[config.mk]
export PLATFORM = sky130hd
export DESIGN_NAME = conv_layer_ctrl
export DESIGN_NICKNAME = d
export VERILOG_FILES = /design/src/rtl/conv_layer_ctrl.sv
export SDC_FILE = /design/constraint.sdc
export NUM_CORES = 1
export LEC_CHECK = 0
export CAP_MARGIN = 30
export CORE_ASPECT_RATIO = 0.8
export CORE_UTILIZATION = 35
export DETAILED_ROUTE_END_ITERATION = 7
export SETUP_SLACK_MARGIN = 0.02
export SLEW_MARGIN = 5
export SYNTH_ARGS = -nofsm -noshare
export SYNTH_HDL_FRONTEND = slang
export SYNTH_SLANG_ARGS = --single-unit
[constraint.sdc]
create_clock -name clk -period 2.8 [get_ports clk]
set_input_delay 0.56 -clock clk [delete_from_list [all_inputs] [get_ports clk]]
set_output_delay 0.56 -clock clk [all_outputs]
set_load 0.05 [all_outputs]
[src/rtl/conv_layer_ctrl.sv]
// conv_layer_ctrl: sequencer for one convolution layer.
// Preloads the pixel/weight buffers, then steps the systolic array through
// WGT_SETS weight matrices per frame, WIN windows per matrix, K2 slots per pass.
// Every enable/strobe is registered and reflects the state/counters of the
// previous cycle. Slot and window position are tracked by wrap-around
// sub-counters so no dividers are needed.
//
// Handshake: sta is a start pulse sampled only in IDLE (ignored elsewhere);
// busy is high whenever the state is not IDLE; done is a one-cycle pulse
// that coincides with the single DONE cycle, after which busy falls and sta
// is accepted again. stall holds all sequencing in RUN only and forces every
// enable/strobe low for the following cycle; it has no effect in other states.
module conv_layer_ctrl #(
    parameter int K2       = 9,
    parameter int BUB      = 2,
    parameter int WIN      = 2,
    parameter int WGT_SETS = 32,
    parameter int PIX_LOAD = 300,
    parameter int FRAMES   = 0,
    localparam int PERIOD  = WGT_SETS * WIN * K2,
    localparam int IW      = $clog2(PIX_LOAD + 1),
    localparam int DW      = $clog2(PERIOD),
    localparam int NW      = $clog2(WGT_SETS)
) (
    input  logic          clk,
    input  logic          rst_n,
    input  logic          sta,
    input  logic          stall,
    output logic [1:0]    state,
    output logic          busy,
    output logic          done,
    output logic [IW-1:0] init_cnt,
    output logic [DW-1:0] data_cnt,
    output logic [15:0]   frame_cnt,
    output logic          en_array,
    output logic          en_cnt,
    output logic          en_DFF_pixel,
    output logic          en_DFF_weight,
    output logic          ud_pixel,
    output logic          ud_weight,
    output logic          flush,
    output logic          valid_o,
    output logic [NW-1:0] weight_num
);

    localparam int SW = $clog2(K2);
    // One extra bit so that K2 itself is representable when WIN == 1.
    localparam int PW = $clog2(WIN * K2 + 1);

    localparam logic [IW-1:0] INIT_LAST  = IW'(PIX_LOAD);
    localparam logic [IW-1:0] INIT_UD    = IW'(PIX_LOAD - 1);
    localparam logic [IW-1:0] INIT_K2    = IW'(K2);
    localparam logic [DW-1:0] DATA_LAST  = DW'(PERIOD - 1);
    localparam logic [DW-1:0] DATA_UD    = DW'(PERIOD - 2);
    localparam logic [DW-1:0] DATA_PIX   = DW'(PIX_LOAD);
    localparam logic [SW-1:0] SLOT_LAST  = SW'(K2 - 1);
    localparam logic [SW-1:0] SLOT_VALID = SW'(K2 - 2);
    localparam logic [SW-1:0] SLOT_BUB   = SW'(K2 - 1 - BUB);
    localparam logic [PW-1:0] WPOS_LAST  = PW'(WIN * K2 - 1);
    localparam logic [PW-1:0] WPOS_UD    = PW'(WIN * K2 - 2);
    localparam logic [PW-1:0] WPOS_K2    = PW'(K2);
    localparam logic [NW-1:0] WN_LAST    = NW'(WGT_SETS - 1);
    localparam logic [15:0]   FRAME_LAST = 16'(FRAMES - 1);

    typedef enum logic [1:0] {
        S_IDLE = 2'd0,
        S_LOAD = 2'd1,
        S_RUN  = 2'd2,
        S_DONE = 2'd3
    } state_t;

    state_t        state_q, state_d;
    logic [IW-1:0] init_q, init_d;
    logic [DW-1:0] data_q, data_d;
    logic [SW-1:0] slot_q, slot_d;
    logic [PW-1:0] wpos_q, wpos_d;
    logic [15:0]   frame_q, frame_d;
    logic [NW-1:0] wn_q, wn_d;
    logic          busy_q, busy_d;
    logic          done_q, done_d;
    logic          en_array_q, en_array_d;
    logic          en_dff_pixel_q, en_dff_pixel_d;
    logic          en_dff_weight_q, en_dff_weight_d;
    logic          ud_pixel_q, ud_pixel_d;
    logic          ud_weight_q, ud_weight_d;
    logic          flush_q, flush_d;
    logic          valid_q, valid_d;

    // Next-state, counter and registered-decode computation.
    always_comb begin
        state_d         = state_q;
        init_d          = init_q;
        data_d          = data_q;
        slot_d          = slot_q;
        wpos_d          = wpos_q;
        frame_d         = frame_q;
        wn_d            = wn_q;
        en_array_d      = 1'b0;
        en_dff_pixel_d  = 1'b0;
        en_dff_weight_d = 1'b0;
        ud_pixel_d      = 1'b0;
        ud_weight_d     = 1'b0;
        flush_d         = 1'b0;
        valid_d         = 1'b0;

        case (state_q)
            S_IDLE: begin
                // Parked on the last matrix so the first RUN pass advances to 0.
                wn_d = WN_LAST;
                if (sta) begin
                    state_d = S_LOAD;
                    init_d  = '0;
                    frame_d = '0;  // frame count restarts with each run
                end
            end
            S_LOAD: begin
                wn_d            = WN_LAST;
                en_dff_pixel_d  = (init_q < INIT_LAST);
                en_dff_weight_d = (init_q < INIT_K2);
                ud_pixel_d      = (init_q == INIT_UD);
                ud_weight_d     = (init_q == INIT_UD);
                en_array_d      = (init_q == INIT_LAST);
                if (init_q == INIT_LAST) begin
                    state_d = S_RUN;
                    data_d  = '0;
                    slot_d  = '0;
                    wpos_d  = '0;
                end else begin
                    init_d = init_q + IW'(1);
                end
            end
            S_RUN: begin
                if (!stall) begin
                    en_array_d      = (slot_q < SLOT_BUB) || (slot_q == SLOT_LAST);
                    flush_d         = (slot_q == SLOT_LAST);
                    valid_d         = (slot_q == SLOT_VALID);
                    en_dff_pixel_d  = (data_q < DATA_PIX);
                    en_dff_weight_d = (wpos_q < WPOS_K2);
                    ud_weight_d     = (wpos_q == WPOS_UD);
                    ud_pixel_d      = (data_q == DATA_UD);
                    if (wpos_q == '0) begin
                        wn_d = (wn_q == WN_LAST) ? '0 : wn_q + NW'(1);
                    end
                    slot_d = (slot_q == SLOT_LAST) ? '0 : slot_q + SW'(1);
                    wpos_d = (wpos_q == WPOS_LAST) ? '0 : wpos_q + PW'(1);
                    if (data_q == DATA_LAST) begin
                        data_d  = '0;
                        frame_d = frame_q + 16'd1;
                        if ((FRAMES != 0) && (frame_q == FRAME_LAST)) begin
                            state_d = S_DONE;
                        end
                    end else begin
                        data_d = data_q + DW'(1);
                    end
                end
            end
            S_DONE: begin
                state_d = S_IDLE;
            end
            default: begin
                state_d = S_IDLE;
            end
        endcase

        busy_d = (state_d != S_IDLE);
        done_d = (state_d == S_DONE);
    end

    // State, counters and registered outputs; async reset clears everything.
    always_ff @(posedge clk or negedge rst_n) begin
        if (!rst_n) begin
            state_q         <= S_IDLE;
            init_q          <= '0;
            data_q          <= '0;
            slot_q          <= '0;
            wpos_q          <= '0;
            frame_q         <= '0;
            wn_q            <= '0;
            busy_q          <= 1'b0;
            done_q          <= 1'b0;
            en_array_q      <= 1'b0;
            en_dff_pixel_q  <= 1'b0;
            en_dff_weight_q <= 1'b0;
            ud_pixel_q      <= 1'b0;
            ud_weight_q     <= 1'b0;
            flush_q         <= 1'b0;
            valid_q         <= 1'b0;
        end else begin
            state_q         <= state_d;
            init_q          <= init_d;
            data_q          <= data_d;
            slot_q          <= slot_d;
            wpos_q          <= wpos_d;
            frame_q         <= frame_d;
            wn_q            <= wn_d;
            busy_q          <= busy_d;
            done_q          <= done_d;
            en_array_q      <= en_array_d;
            en_dff_pixel_q  <= en_dff_pixel_d;
            en_dff_weight_q <= en_dff_weight_d;
            ud_pixel_q      <= ud_pixel_d;
            ud_weight_q     <= ud_weight_d;
            flush_q         <= flush_d;
            valid_q         <= valid_d;
        end
    end

    assign state         = state_q;
    assign busy          = busy_q;
    assign done          = done_q;
    assign init_cnt      = init_q;
    assign data_cnt      = data_q;
    assign frame_cnt     = frame_q;
    assign en_array      = en_array_q;
    assign en_cnt        = en_array_q;
    assign en_DFF_pixel  = en_dff_pixel_q;
    assign en_DFF_weight = en_dff_weight_q;
    assign ud_pixel      = ud_pixel_q;
    assign ud_weight     = ud_weight_q;
    assign flush         = flush_q;
    assign valid_o       = valid_q;
    assign weight_num    = wn_q;

endmodule
==> metrics.txt <==
run status completed; port buffer count 55; final hold vios 0; CTS Hold Bufs 0; CP bufs+invs 1; top cells by area, synth dfrtp_1 (43%), ha_1 (5.4%), nand3_1 (5.0%); post-synthesis async set-or-reset flop share between 90% and 100%; leading area contributor after synthesis dfrtp_1; first-pass GRT wire length 16300 um; placed cell area 4250 um2; HPWL Detailed around 6700 um; drt via density roughly 5.7; H-tree depth 3; Worst Path Required 3.05 ns; RePlAce Congestion 0.818; fin crit period approximately 2.3 ns; fmax 0.427 GHz; Starting Density 36.2%; area grow syn2layout 29.6%; Worst setup SP type flop; Unique masters post-synth 55; Setup Crit Path Kind reg -> reg; Mapped Area between 3000 and 4000 um2; Yosys top cell area share 42.8%; Root Driver clkbuf_16; most common cell in the netlist dfrtp_1; slew margin rel. 55.9%; cell chain of the critical path or4b_4 -> o41a_1 -> buf_4 -> or4_1 -> a21oi_1; drt pass-1 iters 4; Primary FF master, synth dfrtp_1; Worst-path clk slew 0.05 ns; crit path max fanout 21; GRT Total Usage 19.8%; Cells after DPL between 500 and 600; Die Ht a little over 90 um; initial antenna violation count 0; # setup viols final 0; Critical Path Slowest Stage Cell or4b_4; fillers 956; worst endpoint data arrival time 2.59 ns; drt initial violations 283; number of global-route vias before repair 3156; Gate Count Post-Synth 383; num rows 32; Tightest Pin Transition around 0.66 ns; Setup crit end kind flop; share of cells above drive strength 1 7.16%; n_diodes 0; warning count from the yosys run 0; Tot Pwr 2920 uW; synth cell count leaders dfrtp_1 (60), nand3_1 (35), nand2_1 (31); ANT nets after route 0; design area about 4500 um2; number of max-cap violations 0; Final Cycle Share between 80% and 90%; setup TNS 0 ns; # IOs 56; core area approximately 9700 um2; largest net degree at the start of global routing 34; Worst-Skew Late Latency ~0.33 ns; TritonCTS Buffers 9; CTS tree done; pre-CTS setup slack 0.253 ns; RSZ-0062 raised after global routing no; post-synthesis register bit count 60; fin cells 583; post-synthesis sequential area ratio 42.8%; Setup Buffers After CTS 0; cts repair resizes 0; DRC 0; maximum VDD drop 0.609 mV; drt wl/cell 16.5 um; final WL 9600 um; grt ovf 0; CTS Buffer Depth 2; Lkg Pwr 0.00182 uW; chip width 114 um; via count approximately 3300; final worst slack 0.460 ns; Post-synth EDFFs 0; Nets 461; Max stage delay on crit path 0.59 ns; CP top delay family simple AND/OR/NAND/NOR gates; die area 10400 um2; Hold Crit Class in -> async; Avg Synthesized Cell Area 9.15 um2; Cell Pwr Density 642 nW/um2; CTS Sinks 60; Syn Nets roughly 400; Fin Clk Skew 0.00498 ns; max-slew violations 0
==> cell families after synthesis <==
| kind of cell | after synthesis | share of synthesized area (%) |
|---|---|---|
| simple gates | 149 | 23.3 |
| compound gates | 117 | 22.7 |
| flops | 60 | 42.8 |
| buf+inv | 35 | 3.89 |
| fa+ha+maj | 15 | 5.35 |
| mux | 4 | 1.14 |
| xor+xnor | 3 | 0.750 |
==> cells in the final DEF (no fill, tap or decap), types with 9 or more instances in the layout <==
cell type / netlist / layout
and3_1: 9 / 9
o21ai_1: 23 / 23
o31ai_1: 16 / 16
clkdlybuf4s50_1: 0 / 54
nand3_1: 35 / 35
ha_1: 15 / 15
or4_1: 12 / 12
dfrtp_1: 60 / 60
inv_1: 14 / 14
nand2_1: 31 / 31
nor2_1: 10 / 10
o21ai_0: 11 / 11
clkbuf_16: 0 / 9
a21oi_1: 13 / 13
nand2b_1: 14 / 14
buf_4: 1 / 12
==> layer usage <==
layer | vias up | global-route usage [%] | wire, um
met1 | 1655 | 27.6 | 4740
met3 | 2 | 4.74 | 413
met4 | 0 | 5.84 | 36
met5 | - | 0 | 0
met2 | 80 | 30.5 | 4420
li1 | 1583 | - | -
==> final timing paths <==
| path | start | end | slack [ns] | cells past startpoint |
|---|---|---|---|---|
| worst min-delay path | rst_n | init_cnt[3]$_DFFE_PN0P_ | 0.26 | 1 |
| worst max register to register | data_cnt[7]$_DFFE_PN0P_ | frame_cnt[12]$_DFFE_PN0P_ | 0.46 | 5 |
| worst max-delay path | data_cnt[7]$_DFFE_PN0P_ | frame_cnt[12]$_DFFE_PN0P_ | 0.46 | 5 |
| worst min register to register | weight_num[4]$_DFFE_PN0P_ | weight_num[4]$_DFFE_PN0P_ | 0.53 | 1 |
| max in group asynchronous | rst_n | valid_o$_DFF_PN0_ | 1.92 | 2 |
| min in group clk | weight_num[4]$_DFFE_PN0P_ | weight_num[4]$_DFFE_PN0P_ | 0.53 | 1 |
==> worst register-to-register path, delay by kind of cell, from the launching register on <==
family,cells,cell delay [ns]
simple gates,2,1.07
flops,1,0.45
compound gates,2,0.53
buf+inv,1,0.21
==> stage by stage <==
| step | hold WS, ns | util, % |
|---|---|---|
| 2_1_floorplan | 0.264 | - |
| 3_3_place_gp | 0.525 | 43.9 |
| 3_5_place_dp | 0.521 | 43.9 |
| 4_1_cts | 0.286 | 46.9 |
| 5_1_grt | 0.325 | 46.9 |
| 6_report | 0.262 | 46.9 |
==> registers in the layout, summed over array words and instances, names as in the netlist <==
name / count
data_cnt: 10
valid_o: 1
en_array: 1
init_cnt: 9
en_DFF_pixel: 1
slot_q: 4
frame_cnt: 16
ud_pixel: 1
en_DFF_weight: 1
done: 1
flush: 1
busy: 1
wpos_q: 5
weight_num: 5
ud_weight: 1
state: 2
==> report_power, final <==
part | switching, uW | leakage (uW) | internal [uW]
clock network | 392 | 0.000138 | 669
logic | 443 | 0.000960 | 279
registers | 156 | 0.000721 | 977
total | 991 | 0.00182 | 1930
==> layout make-up <==
| cell class | count | area [um2] | share of cell area [%] |
|---|---|---|---|
| Multi-Input combinational cell | 288 | 1870 | 41.1 |
| Sequential cell | 60 | 1500 | 33.1 |
| Timing Repair Buffer | 68 | 656 | 14.4 |
| Clock buffer | 13 | 270 | 5.95 |
| Tap cell | 136 | 170 | 3.75 |
| Inverter | 15 | 56.3 | 1.24 |
| Clock inverter | 3 | 20.0 | 0.441 |
Power figures use the tool's default switching activity.
